### src/rtl/spike_rx_interface_if.sv
// Router-to-neuron receive bundle: flit write path plus the published spike outputs.
// master = router/neuron-core side, slave = spike_rx_interface.
interface spike_rx_interface_if #(
    parameter int FLIT_SIZE = 4,
    parameter int NUM_AXONS = 256
);
    logic                 write_en;
    logic [FLIT_SIZE-1:0] data_in;
    logic                 neuron_full;
    logic                 start;
    logic                 hold;
    logic [NUM_AXONS-1:0] spike;
    logic                 spike_valid;
    logic                 err_addr;
    logic [15:0]          drop_cnt;

    modport master (
        output write_en, data_in, start, hold,
        input  neuron_full, spike, spike_valid, err_addr, drop_cnt
    );

    modport slave (
        input  write_en, data_in, start, hold,
        output neuron_full, spike, spike_valid, err_addr, drop_cnt
    );
endinterface

### src/rtl/spike_rx_interface.sv
// Neuron-side receive path: flit reassembly, destination check, axon-index FIFO,
// per-timestep axon accumulator published as the spike vector on each start pulse.
module spike_rx_interface #(
    parameter int PACKET_SIZE        = 32,
    parameter int FLIT_SIZE          = 4,
    parameter int X_ADDR_LEN         = 8,
    parameter int Y_ADDR_LEN         = 8,
    parameter int X_ID               = 1,
    parameter int Y_ID               = 1,
    parameter int CHECK_DEST         = 1,
    parameter int NUM_AXONS          = 256,
    parameter int AXON_CNT_BIT_WIDTH = 8,
    parameter int FIFO_DEPTH         = 4
) (
    input logic                 clk,
    input logic                 reset,
    spike_rx_interface_if.slave rx_if
);
    localparam int FLITS = PACKET_SIZE / FLIT_SIZE;
    localparam int CW    = (FLITS > 1) ? $clog2(FLITS) : 1;
    localparam int PW    = $clog2(FIFO_DEPTH);
    localparam int A     = AXON_CNT_BIT_WIDTH;

    localparam logic [CW-1:0]         LAST_FLIT = CW'(FLITS - 1);
    localparam logic [PW+1:0]         DEPTH_C   = FIFO_DEPTH[PW+1:0];
    localparam logic [31:0]           NUM_AX_U  = NUM_AXONS;
    localparam logic [X_ADDR_LEN-1:0] MY_X      = X_ID[X_ADDR_LEN-1:0];
    localparam logic [Y_ADDR_LEN-1:0] MY_Y      = Y_ID[Y_ADDR_LEN-1:0];

    if (PACKET_SIZE % FLIT_SIZE != 0) begin : g_bad_flit
        $error("spike_rx_interface: PACKET_SIZE must be a multiple of FLIT_SIZE");
    end
    if (X_ADDR_LEN + Y_ADDR_LEN + A > PACKET_SIZE) begin : g_bad_fields
        $error("spike_rx_interface: address and axon fields overlap");
    end
    if (FIFO_DEPTH < 2 || (FIFO_DEPTH & (FIFO_DEPTH - 1)) != 0) begin : g_bad_depth
        $error("spike_rx_interface: FIFO_DEPTH must be a power of 2 and >= 2");
    end

    logic [CW-1:0]          flit_cnt_q, flit_cnt_d;
    logic [PACKET_SIZE-1:0] shreg_q, shreg_d;
    logic [X_ADDR_LEN-1:0]  dest_x_q, dest_x_d;
    logic [Y_ADDR_LEN-1:0]  dest_y_q, dest_y_d;
    logic [A-1:0]           idx_q, idx_d;
    logic                   pkt_valid_q, pkt_valid_d;
    logic [A-1:0]           mem_q [FIFO_DEPTH];
    logic [PW-1:0]          wr_ptr_q, wr_ptr_d;
    logic [PW-1:0]          rd_ptr_q, rd_ptr_d;
    logic [PW:0]            count_q, count_d;
    logic [NUM_AXONS-1:0]   accum_q, accum_d;
    logic [NUM_AXONS-1:0]   spike_q, spike_d;
    logic                   spike_valid_q, spike_valid_d;
    logic                   err_addr_q, err_addr_d;
    logic [15:0]            drop_cnt_q, drop_cnt_d;

    logic flit_acc, last_flit, addr_bad, range_bad, push, pop, drop, full;

    // Full counts the packet sitting in decode, so every decoded packet has a FIFO slot.
    assign full      = ({1'b0, count_q} + {{(PW + 1){1'b0}}, pkt_valid_q}) >= DEPTH_C;
    assign flit_acc  = rx_if.write_en && !full;
    assign last_flit = flit_cnt_q == LAST_FLIT;
    assign shreg_d   = (shreg_q << FLIT_SIZE) | PACKET_SIZE'(rx_if.data_in);

    assign addr_bad  = (CHECK_DEST != 0) && ((dest_x_q != MY_X) || (dest_y_q != MY_Y));
    assign range_bad = 32'(idx_q) >= NUM_AX_U;
    assign push      = pkt_valid_q && !addr_bad && !range_bad;
    assign drop      = pkt_valid_q && (addr_bad || range_bad);
    assign pop       = (count_q != '0) && !rx_if.hold && !rx_if.start;

    always_comb begin
        flit_cnt_d    = flit_cnt_q;
        dest_x_d      = dest_x_q;
        dest_y_d      = dest_y_q;
        idx_d         = idx_q;
        pkt_valid_d   = 1'b0;
        wr_ptr_d      = wr_ptr_q;
        rd_ptr_d      = rd_ptr_q;
        count_d       = count_q;
        accum_d       = accum_q;
        spike_d       = spike_q;
        spike_valid_d = rx_if.start;
        err_addr_d    = pkt_valid_q && addr_bad;
        drop_cnt_d    = drop_cnt_q;

        if (flit_acc) begin
            flit_cnt_d = last_flit ? '0 : flit_cnt_q + 1'b1;
            if (last_flit) begin
                pkt_valid_d = 1'b1;
                dest_x_d    = shreg_d[PACKET_SIZE-1 -: X_ADDR_LEN];
                dest_y_d    = shreg_d[PACKET_SIZE-X_ADDR_LEN-1 -: Y_ADDR_LEN];
                idx_d       = shreg_d[A-1:0];
            end
        end

        if (drop && drop_cnt_q != 16'hFFFF) begin
            drop_cnt_d = drop_cnt_q + 16'd1;
        end

        if (push) begin
            wr_ptr_d = wr_ptr_q + 1'b1;
        end
        if (pop) begin
            rd_ptr_d = rd_ptr_q + 1'b1;
        end
        case ({push, pop})
            2'b10:   count_d = count_q + 1'b1;
            2'b01:   count_d = count_q - 1'b1;
            default: count_d = count_q;
        endcase

        if (rx_if.start) begin
            spike_d = accum_q;
            accum_d = '0;
        end else if (pop) begin
            accum_d[mem_q[rd_ptr_q]] = 1'b1;
        end
    end

    always_ff @(posedge clk or posedge reset) begin
        if (reset) begin
            flit_cnt_q    <= '0;
            shreg_q       <= '0;
            dest_x_q      <= '0;
            dest_y_q      <= '0;
            idx_q         <= '0;
            pkt_valid_q   <= 1'b0;
            wr_ptr_q      <= '0;
            rd_ptr_q      <= '0;
            count_q       <= '0;
            accum_q       <= '0;
            spike_q       <= '0;
            spike_valid_q <= 1'b0;
            err_addr_q    <= 1'b0;
            drop_cnt_q    <= '0;
        end else begin
            flit_cnt_q    <= flit_cnt_d;
            if (flit_acc) begin
                shreg_q <= shreg_d;
            end
            dest_x_q      <= dest_x_d;
            dest_y_q      <= dest_y_d;
            idx_q         <= idx_d;
            pkt_valid_q   <= pkt_valid_d;
            wr_ptr_q      <= wr_ptr_d;
            rd_ptr_q      <= rd_ptr_d;
            count_q       <= count_d;
            accum_q       <= accum_d;
            spike_q       <= spike_d;
            spike_valid_q <= spike_valid_d;
            err_addr_q    <= err_addr_d;
            drop_cnt_q    <= drop_cnt_d;
        end
    end

    // Storage needs no reset: pointers and count define which entries are live.
    always_ff @(posedge clk) begin
        if (push) begin
            mem_q[wr_ptr_q] <= idx_q;
        end
    end

    assign rx_if.neuron_full = full;
    assign rx_if.spike       = spike_q;
    assign rx_if.spike_valid = spike_valid_q;
    assign rx_if.err_addr    = err_addr_q;
    assign rx_if.drop_cnt    = drop_cnt_q;
endmodule
### src/flat_wrapper.sv
// flat-port wrapper written by rule: the top's interface ports become plain ports
module spike_rx_interface_flat 
#(
    parameter int PACKET_SIZE        = 32,
    parameter int FLIT_SIZE          = 4,
    parameter int X_ADDR_LEN         = 8,
    parameter int Y_ADDR_LEN         = 8,
    parameter int X_ID               = 1,
    parameter int Y_ID               = 1,
    parameter int CHECK_DEST         = 1,
    parameter int NUM_AXONS          = 256,
    parameter int AXON_CNT_BIT_WIDTH = 8,
    parameter int FIFO_DEPTH         = 4
)
  (clk, reset, rx_if_write_en, rx_if_data_in, rx_if_start, rx_if_hold, rx_if_neuron_full, rx_if_spike, rx_if_spike_valid, rx_if_err_addr, rx_if_drop_cnt);
  spike_rx_interface_if #(.FLIT_SIZE(FLIT_SIZE), .NUM_AXONS(NUM_AXONS)) rx_if_i ();
  input logic clk;
  input logic reset;
  input wire logic [$bits(rx_if_i.write_en)-1:0] rx_if_write_en;
  input wire logic [$bits(rx_if_i.data_in)-1:0] rx_if_data_in;
  input wire logic [$bits(rx_if_i.start)-1:0] rx_if_start;
  input wire logic [$bits(rx_if_i.hold)-1:0] rx_if_hold;
  output wire logic [$bits(rx_if_i.neuron_full)-1:0] rx_if_neuron_full;
  output wire logic [$bits(rx_if_i.spike)-1:0] rx_if_spike;
  output wire logic [$bits(rx_if_i.spike_valid)-1:0] rx_if_spike_valid;
  output wire logic [$bits(rx_if_i.err_addr)-1:0] rx_if_err_addr;
  output wire logic [$bits(rx_if_i.drop_cnt)-1:0] rx_if_drop_cnt;
  assign rx_if_i.write_en = rx_if_write_en;
  assign rx_if_i.data_in = rx_if_data_in;
  assign rx_if_i.start = rx_if_start;
  assign rx_if_i.hold = rx_if_hold;
  assign rx_if_neuron_full = rx_if_i.neuron_full;
  assign rx_if_spike = rx_if_i.spike;
  assign rx_if_spike_valid = rx_if_i.spike_valid;
  assign rx_if_err_addr = rx_if_i.err_addr;
  assign rx_if_drop_cnt = rx_if_i.drop_cnt;
  spike_rx_interface #(.PACKET_SIZE(PACKET_SIZE), .FLIT_SIZE(FLIT_SIZE), .X_ADDR_LEN(X_ADDR_LEN), .Y_ADDR_LEN(Y_ADDR_LEN), .X_ID(X_ID), .Y_ID(Y_ID), .CHECK_DEST(CHECK_DEST), .NUM_AXONS(NUM_AXONS), .AXON_CNT_BIT_WIDTH(AXON_CNT_BIT_WIDTH), .FIFO_DEPTH(FIFO_DEPTH)) u_core (.clk(clk), .reset(reset), .rx_if(rx_if_i));
endmodule
### config.mk
export PLATFORM = sky130hd
export DESIGN_NAME = spike_rx_interface_flat
export DESIGN_NICKNAME = d
export VERILOG_FILES = /design/src/rtl/spike_rx_interface_if.sv /design/src/rtl/spike_rx_interface.sv /design/src/flat_wrapper.sv
export SDC_FILE = /design/constraint.sdc
export NUM_CORES = 1
export LEC_CHECK = 0
export ABC_CLOCK_PERIOD_IN_PS = 18900
export BUFFER_PORTS_ARGS = -buffer_cell sky130_fd_sc_hd__buf_2
export CAP_MARGIN = 20
export CORE_UTILIZATION = 35
export DETAILED_ROUTE_END_ITERATION = 8
export GPL_TIMING_DRIVEN = 0
export PLACE_DENSITY_LB_ADDON = 0.08
export SLEW_MARGIN = 0
export SYNTH_ARGS = -nofsm -noshare
export SYNTH_HDL_FRONTEND = slang
export SYNTH_SLANG_ARGS = --single-unit
### constraint.sdc
create_clock -name clk -period 18.9 [get_ports clk]
set_clock_uncertainty 0.1 [all_clocks]
set_input_delay 0.945 -clock clk [delete_from_list [all_inputs] [get_ports clk]]
set_output_delay 0.945 -clock clk [all_outputs]
set_load 0.05 [all_outputs]
==> reports/metrics.yaml <==
end_kind: "register"
drv_slew: 0
worst-setup-path-type: "in -> reg"
rsz0062_at_grt: "false"
p_per_area_nw_per_um2: 113.7
clock-sinks: 625
grt_first_pass_wirelength_um: 94970
die_h_um: 261.5
setup_violations: 0
gp_congestion: 0.7578
viasPerCell: 4.790
synthArstFlopShare_pct: 94.88
layout-drive-gt1-share_pct: 34.52
start_util_pct: 35.59
avgSynthCellArea_um2: 13.37
core_area_um2: 66220
p_seq_share_pct: 45.8
clockPowerShare_pct: 41.1
clock.fmax_mhz: 346.3
die_area_um2: 68380
critPathRequiredTime_ns: 19.26
placement_rows: 94
status: "finished, final reports clean"
ys_warn_count: 0
cts_max_path_buffers: 3
syn_nets: 1781
timing.rr.start: "u_core.rd_ptr_q[0]"
clkTransAtPathRegs_ns: 0.06
startpoint_type: "input pin"
synth_ff_type: "dfrtp_1"
drc: 0
area_growth_pct: 20.84
cts_max_level: 3
preCtsSetupSlack_ns: 15.30
clk_latency_ns: 0.59
min_path_type: "in -> async"
cts_setup_buffers: 0
whs_ns: 0.3555
ant_nets: 0
grt.total_usage_pct: 18.67
num_vias: 14517
io_pins: 284
cts_made_buffers: 70
drt-initial-drc-count: 760
yosys.cell_types.count: 46
portBuffers: 283
tritoncts: "done"
fin_ws_ns: 16.01
worstPathMaxFanout: 10
internal-power_mw: 2.373
antenna_found_initial: 0
root_buffer: "clkbuf_16"
dp.cells: 2916
leakagePower_nw: 13.95
wire_per_inst_um: 20.85
firstDrtPassIters: 5
grt_pass1_vias: 15054
ys_ff_latch: 625
holdBufCountCts: 0
finalPower_mw: 3.237
p_sw_mw: 0.8642
hold_viol: 0
ir_drop_mv: 0.05449
grt_overflow: 0
seq_area_frac_synth_pct: 67.04
period_share_pct: 15.28
instances_no_fill: 3031
dieWidth_um: 261.5
grt_max_degree: 134
wl_um: 63200
power_frac_comb_pct: 13.0
cp.arrival_ns: 3.25
tightest_slew_ns: 1.093
nets: 2142
utilization_pct: 43.01
ctsResizeCount: 0
switching_share_pct: 26.70
syn_inst: 1763
period_needed_ns: 2.887
hpwl_um: 42810
cap_violations: 0
crit_start: "rx_if_start"
max_slew_margin_pct: 27.12
syn-cell-area_um2: 23570
num_antenna_cells: 0
synth_edf_count: 32
layout by cell type, fill, tap and decap left out, drive strengths merged, types with 9 or more instances in the layout:
cell type,netlist,final
dfrtp,593,593
inv,267,267
and2,9,9
clkbuf,64,173
xnor2,15,15
edfxtp,32,32
mux2,286,286
buf,36,325
nand2,123,123
o22ai,256,256
layout make-up:
cell class,instances,area (µm²)
plain buffers,100,474.2
clock buffers,109,2182
clock inverters,6,58.81
fillers,6263,37740
inverters,267,1010
multi-input cells,771,6292
flip-flops and latches,625,15800
well taps,864,1081
repair buffers,289,1582
synth_stat cells, types with 2 or more instances:
cell type	n	share of area [%]
xnor2_1	15	0.56
nor2b_1	5	0.13
nand2_1	107	1.7
nor3_1	4	0.085
buf_2	24	0.51
o22ai_1	251	6.7
edfxtp_1	32	4.1
ha_1	8	0.42
and3_1	4	0.11
nor3b_4	2	0.16
nand4_1	6	0.16
o22ai_2	5	0.27
buf_6	8	0.38
nand3b_1	2	0.064
nand3_1	7	0.15
nor2_1	7	0.11
or3_1	2	0.053
and2b_1	2	0.064
buf_1	2	0.032
inv_1	266	4.2
o21ai_0	3	0.064
clkbuf_1	63	1.0
nor4_1	2	0.053
nand2_2	16	0.42
mux2_2	286	14
dfrtp_1	593	63
mux4_2	8	0.76
buf_4	2	0.064
xor2_1	6	0.22
nor4b_1	2	0.074
and2_1	8	0.21
worst paths after layout:
path	end	slack, ns	cells past startpoint
hold / removal	u_core.rx_if.spike[139]	0.36	3
setup / recovery	u_core.rx_if.spike[108]	16.01	5
hold reg to reg	u_core.dest_x_q[4]	0.36	2
setup reg to reg	u_core.accum_q[211]	16.25	6
min in group clk	u_core.dest_x_q[4]	0.36	2
max in group asynchronous	u_core.accum_q[22]	16.58	6
power groups by stage:
| stage | Combinational, mW | Clock [mW] | Sequential (mW) |
|---|---|---|---|
| floorplan | 0.269 | 0 | 1.53 |
| global placement | 0.420 | 0 | 1.51 |
| detailed placement | 0.431 | 0 | 1.51 |
| CTS | 0.432 | 1.37 | 1.48 |
| global route | 0.462 | 1.42 | 1.49 |
| finish | 0.422 | 1.33 | 1.48 |
flip-flops by register name, summed over array words and instances (netlist names), 3 cells and up:
register               count
u_core.accum_q           256
u_core.count_q             3
u_core.dest_x_q            8
u_core.dest_y_q            8
u_core.flit_cnt_q          3
u_core.idx_q               8
u_core.mem_q              32
u_core.rx_if.drop_cnt     16
u_core.rx_if.spike       256
u_core.shreg_q            28
layer usage:
metal	GRT usage [%]	vias to the layer above	routed length (µm)
li1	-	6736	-
met1	24.73	7447	27790
met2	31.36	262	31540
met3	3.165	72	2600
met4	5.572	0	1274
met5	0	-	0
stage by stage:
stage	TNS (ns)	cell area, µm²
2_1_floorplan	0	23570
3_3_place_gp	-3103.45	26070
3_5_place_dp	0	26240
4_1_cts	0	28480
5_1_grt	0	28480
6_report	0	28480
worst max-delay path: stages:
cell	delay, ns
buf_2	0.10
buf_2	0.29
clkbuf_1	0.85
clkbuf_1	0.64
mux2_2	0.41
logic make-up after synthesis:
kind of cell	Yosys count	synth area share [%]
multiplexers	294	14.43
XOR/XNOR	21	0.7804
AND/OR/NAND/NOR	183	3.822
AO/OA/AOI/OAI	264	7.156
flip-flops	625	67.04
buffers and inverters	367	6.264
adder cells (fa/ha/maj)	9	0.5097
(Power assumes the default switching activity.)
